## src/rtl/bellman_ford_sequencer_pkg.sv

```systemverilog
// ============================================================================
// bf_pkg : shared types and widths for the Bellman-Ford sequencer slice
// Rev 1.0
// ============================================================================
`default_nettype none

package bf_pkg;

  localparam int VADDR_W = 5;
  localparam int LANES   = 4;

  typedef enum logic [2:0] {
    IDLE  = 3'd0,
    INIT  = 3'd1,
    ITER  = 3'd2,
    DRAIN = 3'd3,
    DONE  = 3'd4
  } bf_state_e;

endpackage

`default_nettype wire

```

## src/rtl/bellman_ford_sequencer_if.sv

```systemverilog
// ============================================================================
// bellman_ford_sequencer_if : host, datapath and readout signals of the sequencer
// Rev 1.0
// ============================================================================
`default_nettype none

interface bellman_ford_sequencer_if;
  import bf_pkg::*;

  logic               start;
  logic [VADDR_W-1:0] src_vertex;
  logic [LANES-1:0]   relax_wr;
  logic               dp_clear;
  logic               dp_enable;
  logic               stg1_mux_control;
  logic [VADDR_W-1:0] source_address;
  logic [VADDR_W-1:0] predecessor_rd_addr;
  logic [VADDR_W-1:0] predecessor_in;
  logic               busy;
  logic               done;
  logic [VADDR_W-1:0] iter_count;
  logic               rd_req;
  logic [VADDR_W-1:0] rd_vertex;
  logic               rd_ready;
  logic               rd_valid;
  logic [VADDR_W-1:0] rd_pred;

  // Environment side: host plus datapath stand-in.
  modport master (
    output start, src_vertex, relax_wr, predecessor_in, rd_req, rd_vertex,
    input  dp_clear, dp_enable, stg1_mux_control, source_address,
           predecessor_rd_addr, busy, done, iter_count, rd_ready, rd_valid, rd_pred
  );

  // Sequencer side.
  modport slave (
    input  start, src_vertex, relax_wr, predecessor_in, rd_req, rd_vertex,
    output dp_clear, dp_enable, stg1_mux_control, source_address,
           predecessor_rd_addr, busy, done, iter_count, rd_ready, rd_valid, rd_pred
  );

endinterface

`default_nettype wire

```

## src/rtl/bellman_ford_sequencer_readout.sv

```systemverilog
// ============================================================================
// bf_readout_port : single-outstanding predecessor readout with READ_LAT delay
// Rev 1.0
// ============================================================================
`default_nettype none

module bf_readout_port
  import bf_pkg::*;
#(
  parameter int READ_LAT = 1
) (
  input  logic               clk,
  input  logic               clear,
  input  logic               en_i,
  input  logic               cancel_i,
  input  logic               rd_req_i,
  input  logic [VADDR_W-1:0] rd_vertex_i,
  input  logic [VADDR_W-1:0] pred_in_i,
  output logic               rd_ready_o,
  output logic               rd_valid_o,
  output logic [VADDR_W-1:0] rd_pred_o,
  output logic [VADDR_W-1:0] rd_addr_o
);

  logic [READ_LAT-1:0] pipe_q, pipe_d;
  logic [VADDR_W-1:0]  addr_q, addr_d;
  logic [VADDR_W-1:0]  pred_q, pred_d;
  logic                valid_q, valid_d;
  logic                accept;

  // A start in DONE takes priority over a same-cycle request.
  assign rd_ready_o = en_i & ~(|pipe_q) & ~cancel_i;
  assign accept     = rd_req_i & rd_ready_o;

  always_comb begin
    pipe_d  = (pipe_q << 1) | READ_LAT'(accept);
    addr_d  = accept ? rd_vertex_i : addr_q;
    valid_d = pipe_q[READ_LAT-1] & en_i & ~cancel_i;
    pred_d  = valid_d ? pred_in_i : pred_q;
    if (!en_i || cancel_i) begin
      pipe_d = '0;
    end
  end

  always_ff @(posedge clk or posedge clear) begin
    if (clear) begin
      pipe_q  <= '0;
      addr_q  <= '0;
      pred_q  <= '0;
      valid_q <= 1'b0;
    end else begin
      pipe_q  <= pipe_d;
      addr_q  <= addr_d;
      pred_q  <= pred_d;
      valid_q <= valid_d;
    end
  end

  assign rd_valid_o = valid_q;
  assign rd_pred_o  = pred_q;
  assign rd_addr_o  = addr_q;

endmodule

`default_nettype wire

```

## src/rtl/bellman_ford_sequencer.sv

```systemverilog
// ============================================================================
// bellman_ford_sequencer : run control for the pipelined Bellman-Ford datapath
// Rev 1.0  -- optional early termination: define BF_EARLY_EXIT_EN
// ============================================================================
`default_nettype none

module bellman_ford_sequencer
  import bf_pkg::*;
#(
  parameter int NUM_VERTICES = 32,
  parameter int EDGE_BEATS   = 8,
  parameter int PIPE_DEPTH   = 4,
  parameter int READ_LAT     = 1
) (
  input logic clk,
  input logic clear,
  bellman_ford_sequencer_if.slave bus
);

  localparam int CNT_MAX = (EDGE_BEATS > PIPE_DEPTH) ? EDGE_BEATS : PIPE_DEPTH;
  localparam int CNT_W   = (CNT_MAX > 1) ? $clog2(CNT_MAX) : 1;
  localparam logic [CNT_W-1:0]   LAST_BEAT  = CNT_W'(EDGE_BEATS - 1);
  localparam logic [CNT_W-1:0]   LAST_DRAIN = CNT_W'(PIPE_DEPTH - 1);
  localparam logic [VADDR_W-1:0] ITER_LAST  = VADDR_W'(NUM_VERTICES - 1);

  bf_state_e          state_q, state_d;
  logic [CNT_W-1:0]   cnt_q, cnt_d;
  logic [VADDR_W-1:0] iter_q, iter_d, iter_inc;
  logic [VADDR_W-1:0] src_q, src_d;
  logic               start_acc;
  logic               early_stop;
  logic               in_done;

  assign iter_inc = (iter_q == ITER_LAST) ? iter_q : iter_q + VADDR_W'(1);

  always_comb begin
    state_d   = state_q;
    cnt_d     = cnt_q;
    iter_d    = iter_q;
    src_d     = src_q;
    start_acc = 1'b0;
    case (state_q)
      IDLE: start_acc = bus.start;
      INIT: begin
        iter_d  = '0;
        cnt_d   = '0;
        state_d = ITER;
      end
      ITER: begin
        if (cnt_q == LAST_BEAT) begin
          cnt_d   = '0;
          state_d = DRAIN;
        end else begin
          cnt_d = cnt_q + CNT_W'(1);
        end
      end
      DRAIN: begin
        if (cnt_q == LAST_DRAIN) begin
          cnt_d   = '0;
          iter_d  = iter_inc;
          state_d = (iter_inc == ITER_LAST || early_stop) ? DONE : ITER;
        end else begin
          cnt_d = cnt_q + CNT_W'(1);
        end
      end
      DONE:    start_acc = bus.start;
      default: state_d = IDLE;
    endcase
    if (start_acc) begin
      src_d   = bus.src_vertex;
      state_d = INIT;
    end
  end

  always_ff @(posedge clk or posedge clear) begin
    if (clear) begin
      state_q <= IDLE;
      cnt_q   <= '0;
      iter_q  <= '0;
      src_q   <= '0;
    end else begin
      state_q <= state_d;
      cnt_q   <= cnt_d;
      iter_q  <= iter_d;
      src_q   <= src_d;
    end
  end

`ifdef BF_EARLY_EXIT_EN
  logic relax_seen_q, relax_seen_d;
  logic relax_any;

  assign relax_any  = |bus.relax_wr;
  // The final DRAIN cycle's own write enables count toward the decision.
  assign early_stop = ~(relax_seen_q | relax_any);

  always_comb begin
    relax_seen_d = relax_seen_q;
    if (state_d == ITER && state_q != ITER) begin
      relax_seen_d = 1'b0;
    end else if (state_q == ITER || state_q == DRAIN) begin
      relax_seen_d = relax_seen_q | relax_any;
    end
  end

  always_ff @(posedge clk or posedge clear) begin
    if (clear) begin
      relax_seen_q <= 1'b0;
    end else begin
      relax_seen_q <= relax_seen_d;
    end
  end
`else
  assign early_stop = 1'b0;
`endif

  assign in_done = (state_q == DONE);

  assign bus.dp_clear         = (state_q == INIT);
  assign bus.dp_enable        = (state_q == ITER);
  assign bus.stg1_mux_control = in_done;
  assign bus.done             = in_done;
  assign bus.busy             = (state_q == INIT) || (state_q == ITER) || (state_q == DRAIN);
  assign bus.source_address   = src_q;
  assign bus.iter_count       = iter_q;

  bf_readout_port #(
    .READ_LAT (READ_LAT)
  ) u_readout (
    .clk         (clk),
    .clear       (clear),
    .en_i        (in_done),
    .cancel_i    (start_acc),
    .rd_req_i    (bus.rd_req),
    .rd_vertex_i (bus.rd_vertex),
    .pred_in_i   (bus.predecessor_in),
    .rd_ready_o  (bus.rd_ready),
    .rd_valid_o  (bus.rd_valid),
    .rd_pred_o   (bus.rd_pred),
    .rd_addr_o   (bus.predecessor_rd_addr)
  );

endmodule

`default_nettype wire

```

## src/flat_wrapper.sv

```systemverilog
// flat-port wrapper written by rule: the top's interface ports become plain ports
module bellman_ford_sequencer_flat import bf_pkg::*;
#(
  parameter int NUM_VERTICES = 32,
  parameter int EDGE_BEATS   = 8,
  parameter int PIPE_DEPTH   = 4,
  parameter int READ_LAT     = 1
)
  (clk, clear, bus_start, bus_src_vertex, bus_relax_wr, bus_predecessor_in, bus_rd_req, bus_rd_vertex, bus_dp_clear, bus_dp_enable, bus_stg1_mux_control, bus_source_address, bus_predecessor_rd_addr, bus_busy, bus_done, bus_iter_count, bus_rd_ready, bus_rd_valid, bus_rd_pred);
  bellman_ford_sequencer_if bus_i ();
  input logic clk;
  input logic clear;
  input wire logic [$bits(bus_i.start)-1:0] bus_start;
  input wire logic [$bits(bus_i.src_vertex)-1:0] bus_src_vertex;
  input wire logic [$bits(bus_i.relax_wr)-1:0] bus_relax_wr;
  input wire logic [$bits(bus_i.predecessor_in)-1:0] bus_predecessor_in;
  input wire logic [$bits(bus_i.rd_req)-1:0] bus_rd_req;
  input wire logic [$bits(bus_i.rd_vertex)-1:0] bus_rd_vertex;
  output wire logic [$bits(bus_i.dp_clear)-1:0] bus_dp_clear;
  output wire logic [$bits(bus_i.dp_enable)-1:0] bus_dp_enable;
  output wire logic [$bits(bus_i.stg1_mux_control)-1:0] bus_stg1_mux_control;
  output wire logic [$bits(bus_i.source_address)-1:0] bus_source_address;
  output wire logic [$bits(bus_i.predecessor_rd_addr)-1:0] bus_predecessor_rd_addr;
  output wire logic [$bits(bus_i.busy)-1:0] bus_busy;
  output wire logic [$bits(bus_i.done)-1:0] bus_done;
  output wire logic [$bits(bus_i.iter_count)-1:0] bus_iter_count;
  output wire logic [$bits(bus_i.rd_ready)-1:0] bus_rd_ready;
  output wire logic [$bits(bus_i.rd_valid)-1:0] bus_rd_valid;
  output wire logic [$bits(bus_i.rd_pred)-1:0] bus_rd_pred;
  assign bus_i.start = bus_start;
  assign bus_i.src_vertex = bus_src_vertex;
  assign bus_i.relax_wr = bus_relax_wr;
  assign bus_i.predecessor_in = bus_predecessor_in;
  assign bus_i.rd_req = bus_rd_req;
  assign bus_i.rd_vertex = bus_rd_vertex;
  assign bus_dp_clear = bus_i.dp_clear;
  assign bus_dp_enable = bus_i.dp_enable;
  assign bus_stg1_mux_control = bus_i.stg1_mux_control;
  assign bus_source_address = bus_i.source_address;
  assign bus_predecessor_rd_addr = bus_i.predecessor_rd_addr;
  assign bus_busy = bus_i.busy;
  assign bus_done = bus_i.done;
  assign bus_iter_count = bus_i.iter_count;
  assign bus_rd_ready = bus_i.rd_ready;
  assign bus_rd_valid = bus_i.rd_valid;
  assign bus_rd_pred = bus_i.rd_pred;
  bellman_ford_sequencer #(.NUM_VERTICES(NUM_VERTICES), .EDGE_BEATS(EDGE_BEATS), .PIPE_DEPTH(PIPE_DEPTH), .READ_LAT(READ_LAT)) u_core (.clk(clk), .clear(clear), .bus(bus_i));
endmodule
```

## config.mk

```make
export PLATFORM = sky130hd
export DESIGN_NAME = bellman_ford_sequencer_flat
export DESIGN_NICKNAME = d
export VERILOG_FILES = /design/src/rtl/bellman_ford_sequencer_pkg.sv /design/src/rtl/bellman_ford_sequencer_if.sv /design/src/rtl/bellman_ford_sequencer_readout.sv /design/src/rtl/bellman_ford_sequencer.sv /design/src/flat_wrapper.sv
export SDC_FILE = /design/constraint.sdc
export NUM_CORES = 1
export LEC_CHECK = 0
export ABC_AREA = 1
export CAP_MARGIN = 20
export CORE_MARGIN = 10
export CORE_UTILIZATION = 48
export CTS_CLUSTER_SIZE = 8
export DETAILED_ROUTE_END_ITERATION = 12
export PLACE_DENSITY = 0.89
export SKIP_CTS_REPAIR_TIMING = 1
export SLEW_MARGIN = 20
export SYNTH_ARGS = -nofsm -noshare
export SYNTH_HDL_FRONTEND = slang
export SYNTH_SLANG_ARGS = --single-unit
```

## constraint.sdc

```tcl
create_clock -name clk -period 2.4 [get_ports clk]
set_input_delay 0.36 -clock clk [delete_from_list [all_inputs] [get_ports clk]]
set_output_delay 0.36 -clock clk [all_outputs]
set_load 0.01 [all_outputs]
```

==> results.ini <==
[synth]
synth_mux_area_frac = 0.0401
synth_common_cells = 46 x nand2_1, 28 x dfrtp_1, 18 x inv_1, 7 x nand3_1, 6 x o21ai_0
yosys.area_share.simple = 0.269
synthFlopType = dfrtp_1
synthArstFlopShare = 1.00
synthAdderAreaFrac = 0.0445
ys_ff_latch = 28
synthCells = 151
synthMostInstantiatedCell = nand2_1
ys_seq_area_frac = 0.499
syn_avg_cell_area_um2 = 9.31
synth_xor_area_frac = 0
synth_compound_area_frac = 0.0695
syn_area_um2 = 1410
synth_top_family_by_area = simple AND/OR/NAND/NOR gates
ys_top_cells_by_area = dfrtp_1 50%, nand2_1 12%, inv_1 4.8%
yosysWarnings = 0
synth_top_area_cell = dfrtp_1
synth_top_area_share = 0.499
synthesis.nets = 179
synth_edf_count = 0
synth_cell_types = 28

[die]
ios = 50
start_util = 0.505
num_rows = 19
die_width_um = 74.1
die-area_um2 = 5490
coreArea_um2 = 2780
die_h_um = 74.1

[timing]
min_period_over_period = 0.929
max_slew_margin = 0.813
layout_min_cycle_time_ns = 2.23
slew_violations = 0
hold_viol = 0
fin_skew_ns = 0.00242
hold_slack_ns = 0.246
rsz0062_at_grt = false
finalSetupTns_ns = 0
tightestPinTransition_ns = 0.281
fmax_mhz = 449
setup_violations = 0

[critical_path]
start_kind = flop
cp-end-kind = output port
worstPathRequired_ns = 2.04
worstPathMaxFanout = 8
critPathKind = reg2out
arrival_ns = 1.87

[drt]
drc_errors = 0
viasPerCell = 5.07
drtIter0Drc = 80
antenna_left = 0
first_pass_iters = 4
vias = 1165
detail_route.wl_per_cell_um = 14.2
wirelength_mm = 3.27

[place]
portBuffers = 45
place_congestion = 0.842
hpwl_mm = 2.74

[clocking]
clk_pin_slew_ns = 0.15
cts.sinks = 28
root_buffer = clkbuf_4
cts_tree = built
clk_latency_ns = 0.32
cts_buffers = 3
clock_path_buffers = 2
htreeDepth = 1

[status]
status = finished clean

[finish]
nets = 228
final_util = 0.690
antennaDiodeCount = 0
area_delta_synth_final_pct = 36.6
layout-drive-gt1-share = 0.131

[power_and_ir_drop]
p_per_area_nw_per_um2 = 809
ir_worst_vdd_v = 0.000735
power_leakage_nw = 0.931

[global_routing]
grt_pass1_wl_mm = 5.55
grt_start_max_net_pins = 23
antenna_found_initial = 0
gr-total-overflow = 0
track_usage = 0.125
grt_pass1_vias = 1283

[flow_run]
cap_violations = 0

[min_path]
hold_class = in2async

==> path summary, 6_finish.rpt <==
kind / from / end / slack, ns / cells past startpoint
min in group clk: u_core.u_readout.rd_addr_o[1]$_DFFE_PP0P_ / u_core.u_readout.rd_addr_o[1]$_DFFE_PP0P_ / 0.51 / 2
min: clear / u_core.u_readout.rd_pred_o[1]$_DFFE_PP0P_ / 0.25 / 2
max in group asynchronous: clear / u_core.cnt_q[0]$_DFFE_PP0P_ / 1.60 / 3
max reg2reg: u_core.cnt_q[0]$_DFFE_PP0P_ / u_core.bus.iter_count[4]$_DFFE_PP0P_ / 0.83 / 7
min reg2reg: u_core.u_readout.rd_addr_o[1]$_DFFE_PP0P_ / u_core.u_readout.rd_addr_o[1]$_DFFE_PP0P_ / 0.51 / 2
max: u_core.state_q[1]$_DFFE_PP0P_ / bus_rd_ready / 0.17 / 6
==> stage by stage <==
step	power (mW)	area, um2	std cells	worst slack, ns
floorplan	1.06	1410	151	0.953
global placement	1.30	1880	226	0.297
detailed placement	1.34	1880	226	0.300
CTS	1.57	1920	230	0.146
global route	1.66	1920	230	0.0523
finish	1.55	1920	230	0.171
==> power breakdown <==
part	internal, mW	switching (mW)	total (mW)	leakage, nW
Sequential	0.571	0.0781	0.649	0.370
Combinational	0.329	0.345	0.673	0.540
Clock	0.0928	0.138	0.231	0.0210
==> registers in the layout (all words and copies together), names as in the netlist <==
name and count:
u_core.cnt_q 3, u_core.state_q 3, u_core.u_readout.rd_pred_o 5, u_core.u_readout.rd_addr_o 5, u_core.u_readout.rd_valid_o 1, u_core.bus.source_address 5, u_core.u_readout.pipe_q 1, u_core.bus.iter_count 5
==> logic make-up (layout without fill, tap and decap cells) <==
logic type | after synthesis | in the layout
buffers and inverters | 25 | 73
AOI/OAI and AO/OA | 16 | 16
muxes | 5 | 5
DFF | 28 | 28
adders and majority gates | 5 | 5
and+or+nand+nor | 72 | 72
==> metal layers <==
metal	wire, um	vias to the layer above	global-route usage
met1	1280	548	0.138
met3	373	2	0.0572
li1	-	576	-
met2	1600	39	0.208
met4	12	0	0.0414
met5	0	-	0
==> cells in the final DEF (no fill, tap or decap), types with 3 or more instances in the layout <==
cell             netlist  layout
mux2_2                 5       5
dfrtp_1               28      28
inv_2                  4       4
o21ai_0                6       6
nand3_1                7       7
o22ai_1                3       3
nand2_1               46      46
nor2_1                 5       5
clkbuf_4               0       3
clkdlybuf4s50_1        0      45
inv_1                 18      18
ha_1                   5       5
==> worst max-delay path, cell delays in order, from the launching register on <==
cell and delay, ns:
dfrtp_1 0.46, inv_2 0.09, nand2_4 0.07, nor2_4 0.17, nand2_8 0.10, nor2_8 0.10
clkdlybuf4s50_1 0.55
==> area by class of cell <==
| cell class | count | area, um2 |
|---|---|---|
| well taps | 31 | 38.8 |
| flip-flops and latches | 28 | 701 |
| multi-input cells | 98 | 594 |
| repair buffers | 46 | 458 |
| clock buffers | 4 | 36.3 |
| inverters | 23 | 91.3 |
| fillers | 226 | 862 |
Power figures use the tool's default switching activity.
